## config.mk

```make
export PLATFORM = sky130hd
export DESIGN_NAME = regfile_wr_arbiter
export DESIGN_NICKNAME = d
export VERILOG_FILES = /design/src/rtl/regfile_wr_arbiter.sv
export SDC_FILE = /design/constraint.sdc
export NUM_CORES = 1
export LEC_CHECK = 0
export ABC_AREA = 1
export BUFFER_PORTS_ARGS = -buffer_cell sky130_fd_sc_hd__buf_2
export CELL_PAD_IN_SITES_DETAIL_PLACEMENT = 1
export CELL_PAD_IN_SITES_GLOBAL_PLACEMENT = 2
export CORE_ASPECT_RATIO = 0.8
export CORE_MARGIN = 2
export CORE_UTILIZATION = 25
export DETAILED_ROUTE_END_ITERATION = 10
export PLACE_DENSITY_LB_ADDON = 0.1
export SYNTH_ARGS = -nofsm -noshare
export SYNTH_HDL_FRONTEND = slang
export SYNTH_SLANG_ARGS = --single-unit
```

## constraint.sdc

```tcl
create_clock -name clk -period 3.2 [get_ports clk]
set_clock_uncertainty 0.1 [all_clocks]
set_input_delay 0.16 -clock clk [delete_from_list [all_inputs] [get_ports clk]]
set_output_delay 0.16 -clock clk [all_outputs]
set_load 0.1 [all_outputs]
```

## src/rtl/regfile_wr_arbiter.sv

```systemverilog
// Round-robin owner of the register-file write port with a clear walk over registers 1..NREG-1 and $0 write dropping.
// Writes land one cycle after acceptance; ready is combinational and held low during reset, clear and the done cycle.
module regfile_wr_arbiter #(
    parameter int N    = 8,
    parameter int AW   = 3,
    parameter int NREG = 8
) (
    input  logic          clk,
    input  logic          rst,
    input  logic          req0_valid,
    input  logic [AW-1:0] req0_addr,
    input  logic [N-1:0]  req0_data,
    output logic          req0_ready,
    input  logic          req1_valid,
    input  logic [AW-1:0] req1_addr,
    input  logic [N-1:0]  req1_data,
    output logic          req1_ready,
    input  logic          clr_req,
    output logic          clr_busy,
    output logic          clr_done,
    output logic          zero_drop,
    output logic          rf_we3,
    output logic [AW-1:0] rf_wa3,
    output logic [N-1:0]  rf_wd3
);

    localparam logic [1:0]    IDLE     = 2'd0;
    localparam logic [1:0]    CLEAR    = 2'd1;
    localparam logic [1:0]    DONE     = 2'd2;
    localparam logic [AW-1:0] LAST_REG = AW'(NREG - 1);

    logic [1:0]    state_q, state_d;
    logic          last_q, last_d;
    logic          we_q, we_d;
    logic [AW-1:0] wa_q, wa_d;
    logic [N-1:0]  wd_q, wd_d;
    logic          busy_q, busy_d;
    logic          done_q, done_d;
    logic          zd_q, zd_d;
    logic          arb_en;
    logic          grant0, grant1;
    logic [AW-1:0] sel_addr;
    logic [N-1:0]  sel_data;

    // last_q=1 means port 1 won most recently, so port 0 is favoured next
    always_comb begin
        arb_en = (state_q == IDLE) && !clr_req && !rst;
        grant0 = 1'b0;
        grant1 = 1'b0;
        if (arb_en) begin
            if (req0_valid && req1_valid) begin
                grant0 = last_q;
                grant1 = !last_q;
            end else begin
                grant0 = req0_valid;
                grant1 = req1_valid;
            end
        end
    end

    assign req0_ready = grant0;
    assign req1_ready = grant1;
    assign sel_addr   = grant1 ? req1_addr : req0_addr;
    assign sel_data   = grant1 ? req1_data : req0_data;

    always_comb begin
        state_d = state_q;
        last_d  = last_q;
        we_d    = 1'b0;
        wa_d    = wa_q;
        wd_d    = wd_q;
        busy_d  = busy_q;
        done_d  = 1'b0;
        zd_d    = 1'b0;
        case (state_q)
            IDLE: begin
                if (clr_req) begin
                    state_d = CLEAR;
                    we_d    = 1'b1;
                    wa_d    = AW'(1);
                    wd_d    = '0;
                    busy_d  = 1'b1;
                end else if (grant0 || grant1) begin
                    last_d = grant1;
                    wa_d   = sel_addr;
                    wd_d   = sel_data;
                    we_d   = (sel_addr != '0);
                    zd_d   = (sel_addr == '0);
                end
            end
            CLEAR: begin
                if (wa_q == LAST_REG) begin
                    state_d = DONE;
                    done_d  = 1'b1;
                end else begin
                    we_d = 1'b1;
                    wa_d = wa_q + AW'(1);
                end
            end
            DONE: begin
                state_d = IDLE;
                busy_d  = 1'b0;
            end
            default: begin
                state_d = IDLE;
                busy_d  = 1'b0;
            end
        endcase
    end

    always_ff @(posedge clk) begin
        if (rst) begin
            state_q <= IDLE;
            last_q  <= 1'b1;
            we_q    <= 1'b0;
            wa_q    <= '0;
            wd_q    <= '0;
            busy_q  <= 1'b0;
            done_q  <= 1'b0;
            zd_q    <= 1'b0;
        end else begin
            state_q <= state_d;
            last_q  <= last_d;
            we_q    <= we_d;
            wa_q    <= wa_d;
            wd_q    <= wd_d;
            busy_q  <= busy_d;
            done_q  <= done_d;
            zd_q    <= zd_d;
        end
    end

    assign rf_we3    = we_q;
    assign rf_wa3    = wa_q;
    assign rf_wd3    = wd_q;
    assign clr_busy  = busy_q;
    assign clr_done  = done_q;
    assign zero_drop = zd_q;

endmodule

```

==> results.md <==
Status:
- The run finished with clean final reports.

Logic synthesis:
- Summing every instance area after synthesis gives about 0.0010 mm2.
- The fraction of post-synthesis cell area in the top cell type by area is 35.8%.
- Dividing the synthesized area by the synthesized cell count gives approximately 6.8 um2.
- Counting distinct cell types in the post-synthesis netlist gives 22.
- The number of nets in the synthesized netlist is ~180.
- The sequential share of the synthesized area is approximately 36%.
- The synthesized design spends more area on one cell type than any other, namely dfxtp_1.
- Synthesis handed over a netlist of between 100 and 150 instances.
- The synthesized design contains 18 register bits.
- The number of warning messages in the yosys log is 0.
- Yosys attributes the largest share of cell area to dfxtp_1 (36%), nand2_1 (22%), inv_1 (5.6%), a21oi_1 (5.0%), nor2_1 (4.5%).

CTS:
- The number of setup buffers added after CTS is 0.
- The CTS tree is built.
- The latest clock arrival within the worst-skew pair is 0.26 ns.
- Clock-pin slew was measured on the worst setup and hold paths at ~0.070 ns.
- The number of buffers inserted for hold repair after clock tree synthesis is 0.
- The clock passes through at most 2 buffers.
- CTS saw 18 sinks.
- In this run, CTS created clock tree buffers numbering 3.
- The post-cts sizing count is 0.
- The master cell of the clock root buffer is clkbuf_8.
- In this run the number of H-tree levels came out at 1.

Worst setup path:
- The worst setup path is captured at a primary output.
- The largest single stage delay on the critical path is about 0.44 ns.
- Traced cell by cell, the critical path runs through inv_1 > nand2_2 > nor2_8 > nand2_4 > clkinv_2 > buf_2.
- The number of cells on the worst reg-to-reg path is 10.
- In this run the critical register-to-register path is captured at rf_wa3[2]$_SDFFE_PP0P_.
- The register-to-register path setup slack is ~1.6 ns.
- The largest delay contributor family on the critical path is buffers and inverters.
- The maximum fanout along the worst path is 13.
- The critical path startpoint category is a flop.
- The launch instance of the worst register-to-register path is rf_wa3[0]$_SDFFE_PP0P_.
- The critical path class is reg2out.
- The largest individual stage delay along the critical path comes from the cell buf_2.
- The count of buffer and inverter cells on the critical path is 3.
- The arrival time of data at the critical path endpoint is roughly 1.7 ns.
- The required arrival time at the worst endpoint is approximately 2.9 ns.

STA:
- After layout, the worst setup slack is around 1.3 ns.
- The final-report max-slew violation count is 0.
- Static timing analysis puts the maximum clock frequency at 517 MHz.
- Setup violations remaining at the end of the flow were counted as 0.
- The summed negative setup slack over all endpoints is 0 ns.
- The share of the clock period used by the worst path is between 60% and 70%.
- The count of endpoints failing hold in the final timing report is 0.
- After layout, the minimum clock period comes to between 1.5 and 2 ns.
- Hold is met by 0.133 ns.
- The relative slew slack is about two thirds.
- At the pin with the least slew margin, the transition time is between 0.4 and 0.5 ns.
- Setup repair after global routing left no endpoint under its margin.

Pwr:
- In this run the power spent charging and discharging nets is 0.244 mW.
- The sequential share of power is 38.5%.
- The combinational cell fraction of total power is between 30 and 40%.
- The worst-case IR drop observed on VDD is ~0.18 mV.
- The net switching fraction of the power is 38.2%.
- In this run, the clock network consumes between 30% and 40% of the power.
- The internal cell power is between 0.3 and 0.4 mW.
- Power spread over the standard cell area amounts to between 400 and 500 mW/mm2.
- The static power due to leakage is ~0.73 nW.

Routing:
- The via density per instance is between 4 and 5.
- Summed over all layers, the routed wires come to 2980 um.
- For this run, the detailed router's first-pass iteration total came to 4.
- Dividing the detail-routed wire length by the instance count gives 12.0 um.
- The number of nets with antenna violations after detailed routing is 0.
- The total number of vias is between 1k and 1.5k.
- The count of unresolved DRC violations after routing is 0.
- The DRC marker count from the first detailed-route iteration is 15.

Placed design:
- Routability-driven placement finished with a final weighted congestion of between 0.8 and 0.9.
- Port buffering added 43 buffers.
- The estimated wirelength of the detail-placed design is approximately 2500 um.
- Before CTS, the worst setup slack after placement is roughly 1.5 ns.

Worst hold path:
- The endpoint with the worst hold slack is rf_wd3[4]$_SDFFE_PP0P_.
- The beginning of the worst hold path is req0_data[4].
- The worst hold path stage count is 5.
- The path class of the tightest hold or removal check is in2reg.

Global routing:
- The total overflow left after global routing is 0.
- Global routing used roughly 15% of the available tracks.
- The first global-routing pass estimated around 5000 um of wire.
- The number of global-route vias before repair came to between 1k and 1.5k.
- The number of antenna violations at the first check in global routing was 0.
- The pin count of the biggest net entering global routing is 14.

Die:
- The floorplan step defined a die boundary enclosing ~0.0046 mm2.
- Pin placement for this block handled 44 I/O pins.
- Measured along the x axis, the die boundary spans 74.9 um.
- The core region is 0.00383 mm2.
- The starting utilization of the core area is about a quarter.
- In this run the core area contains 20 standard-cell rows.
- The die height is 60.7 um.

Cells and area:
- The layout has between 500 and 600 filler cells.
- Cells fill around a third of the core in the end.
- In the final design database the tool counted between 200 and 250 nets.
- Cells with a size suffix above 1 make up 33.5% of the layout.
- The area growth from synthesis to layout is 32.2%.
- 0 antenna diodes ended up in the layout.

Job:
- Across the run, the number of max-cap violations was 0.
-- how the worst max path moves through the flow --
stage	startpoint	endpoint	slack, ns	depth (start not counted)
2_1_floorplan	rf_wa3[0]$_SDFFE_PP0P_	rf_wa3[2]$_SDFFE_PP0P_	1.08	9
3_3_place_gp	rst	req1_ready	1.51	7
3_5_place_dp	rst	req1_ready	1.46	7
4_1_cts	state_q[1]$_SDFFE_PP0P_	req1_ready	1.24	6
5_1_grt	state_q[1]$_SDFFE_PP0P_	req1_ready	1.13	6
6_report	state_q[1]$_SDFFE_PP0P_	req1_ready	1.26	6
-- power groups by stage --
stage	Sequential (mW)	Clock (mW)	Combinational, mW
after floorplan	0.326	0	0.0780
after global placement	0.250	0	0.200
after detailed placement	0.251	0	0.201
after CTS	0.246	0.203	0.202
after global routing	0.247	0.214	0.217
final	0.246	0.192	0.199
-- cell usage in the layout, fill, tap and decap left out, types with 3 or more instances in the layout --
cell type	n
nand2_2	4
buf_2	43
nor2_1	12
clkbuf_8	4
nand3_1	7
inv_2	3
nand2_1	60
a21oi_1	10
inv_1	15
dfxtp_1	18
-- Yosys cell counts --
library cell	number
nor2_1	12
nand3_2	1
o21ai_2	2
ha_1	2
nand2_2	4
nor2_8	1
nand3_1	7
dfxtp_1	18
buf_6	1
nand2_1	60
a21oi_4	2
inv_1	15
o21ai_0	1
nand3b_1	2
clkbuf_1	1
inv_2	3
nor2_4	1
clkinv_2	1
a21oi_1	10
nor4_1	2
nor2_2	1
nand2_4	2
-- logic make-up after synthesis --
logic type,synth area share [%]
and+or+nand+nor,42.5
AOI/OAI and AO/OA,10.4
DFF,35.8
buffers and inverters,8.71
adders and majority gates,2.49
-- cell type report --
class,count,area (um2),area share [%]
clock buffer,4,55.1,4.14
inverter,19,72.6,5.46
multi-input combinational,110,558,42.0
sequential,18,360,27.1
tap,55,68.8,5.17
timing repair buffer,43,215,16.2
-- per-stage QoR --
stage | instance area, um2 | power (mW) | cells
2_1_floorplan | 1010 | 0.404 | 149
3_3_place_gp | 1270 | 0.450 | 245
3_5_place_dp | 1270 | 0.452 | 245
4_1_cts | 1330 | 0.651 | 249
5_1_grt | 1330 | 0.678 | 249
6_report | 1330 | 0.637 | 249
-- registers in the layout, summed over array words and instances (netlist names) --
signal / cells
clr_done: 1
rf_wa3: 3
zero_drop: 1
last_q: 1
rf_we3: 1
clr_busy: 1
state_q: 2
rf_wd3: 8
-- tightest hold or removal path: stages --
cell     delay [ns]
buf_2          0.09
nand2_1        0.05
nand2_1        0.05
nand2_1        0.05
a21oi_1        0.05
-- metal layers --
layer	global-route usage (%)	up-vias	part of all wire (%)
met5	0	-	0
met4	3.83	0	0.84
met3	4.98	4	6.5
met2	23.8	31	42
met1	18.9	473	50
li1	-	548	-
(Power assumes the default switching activity.)
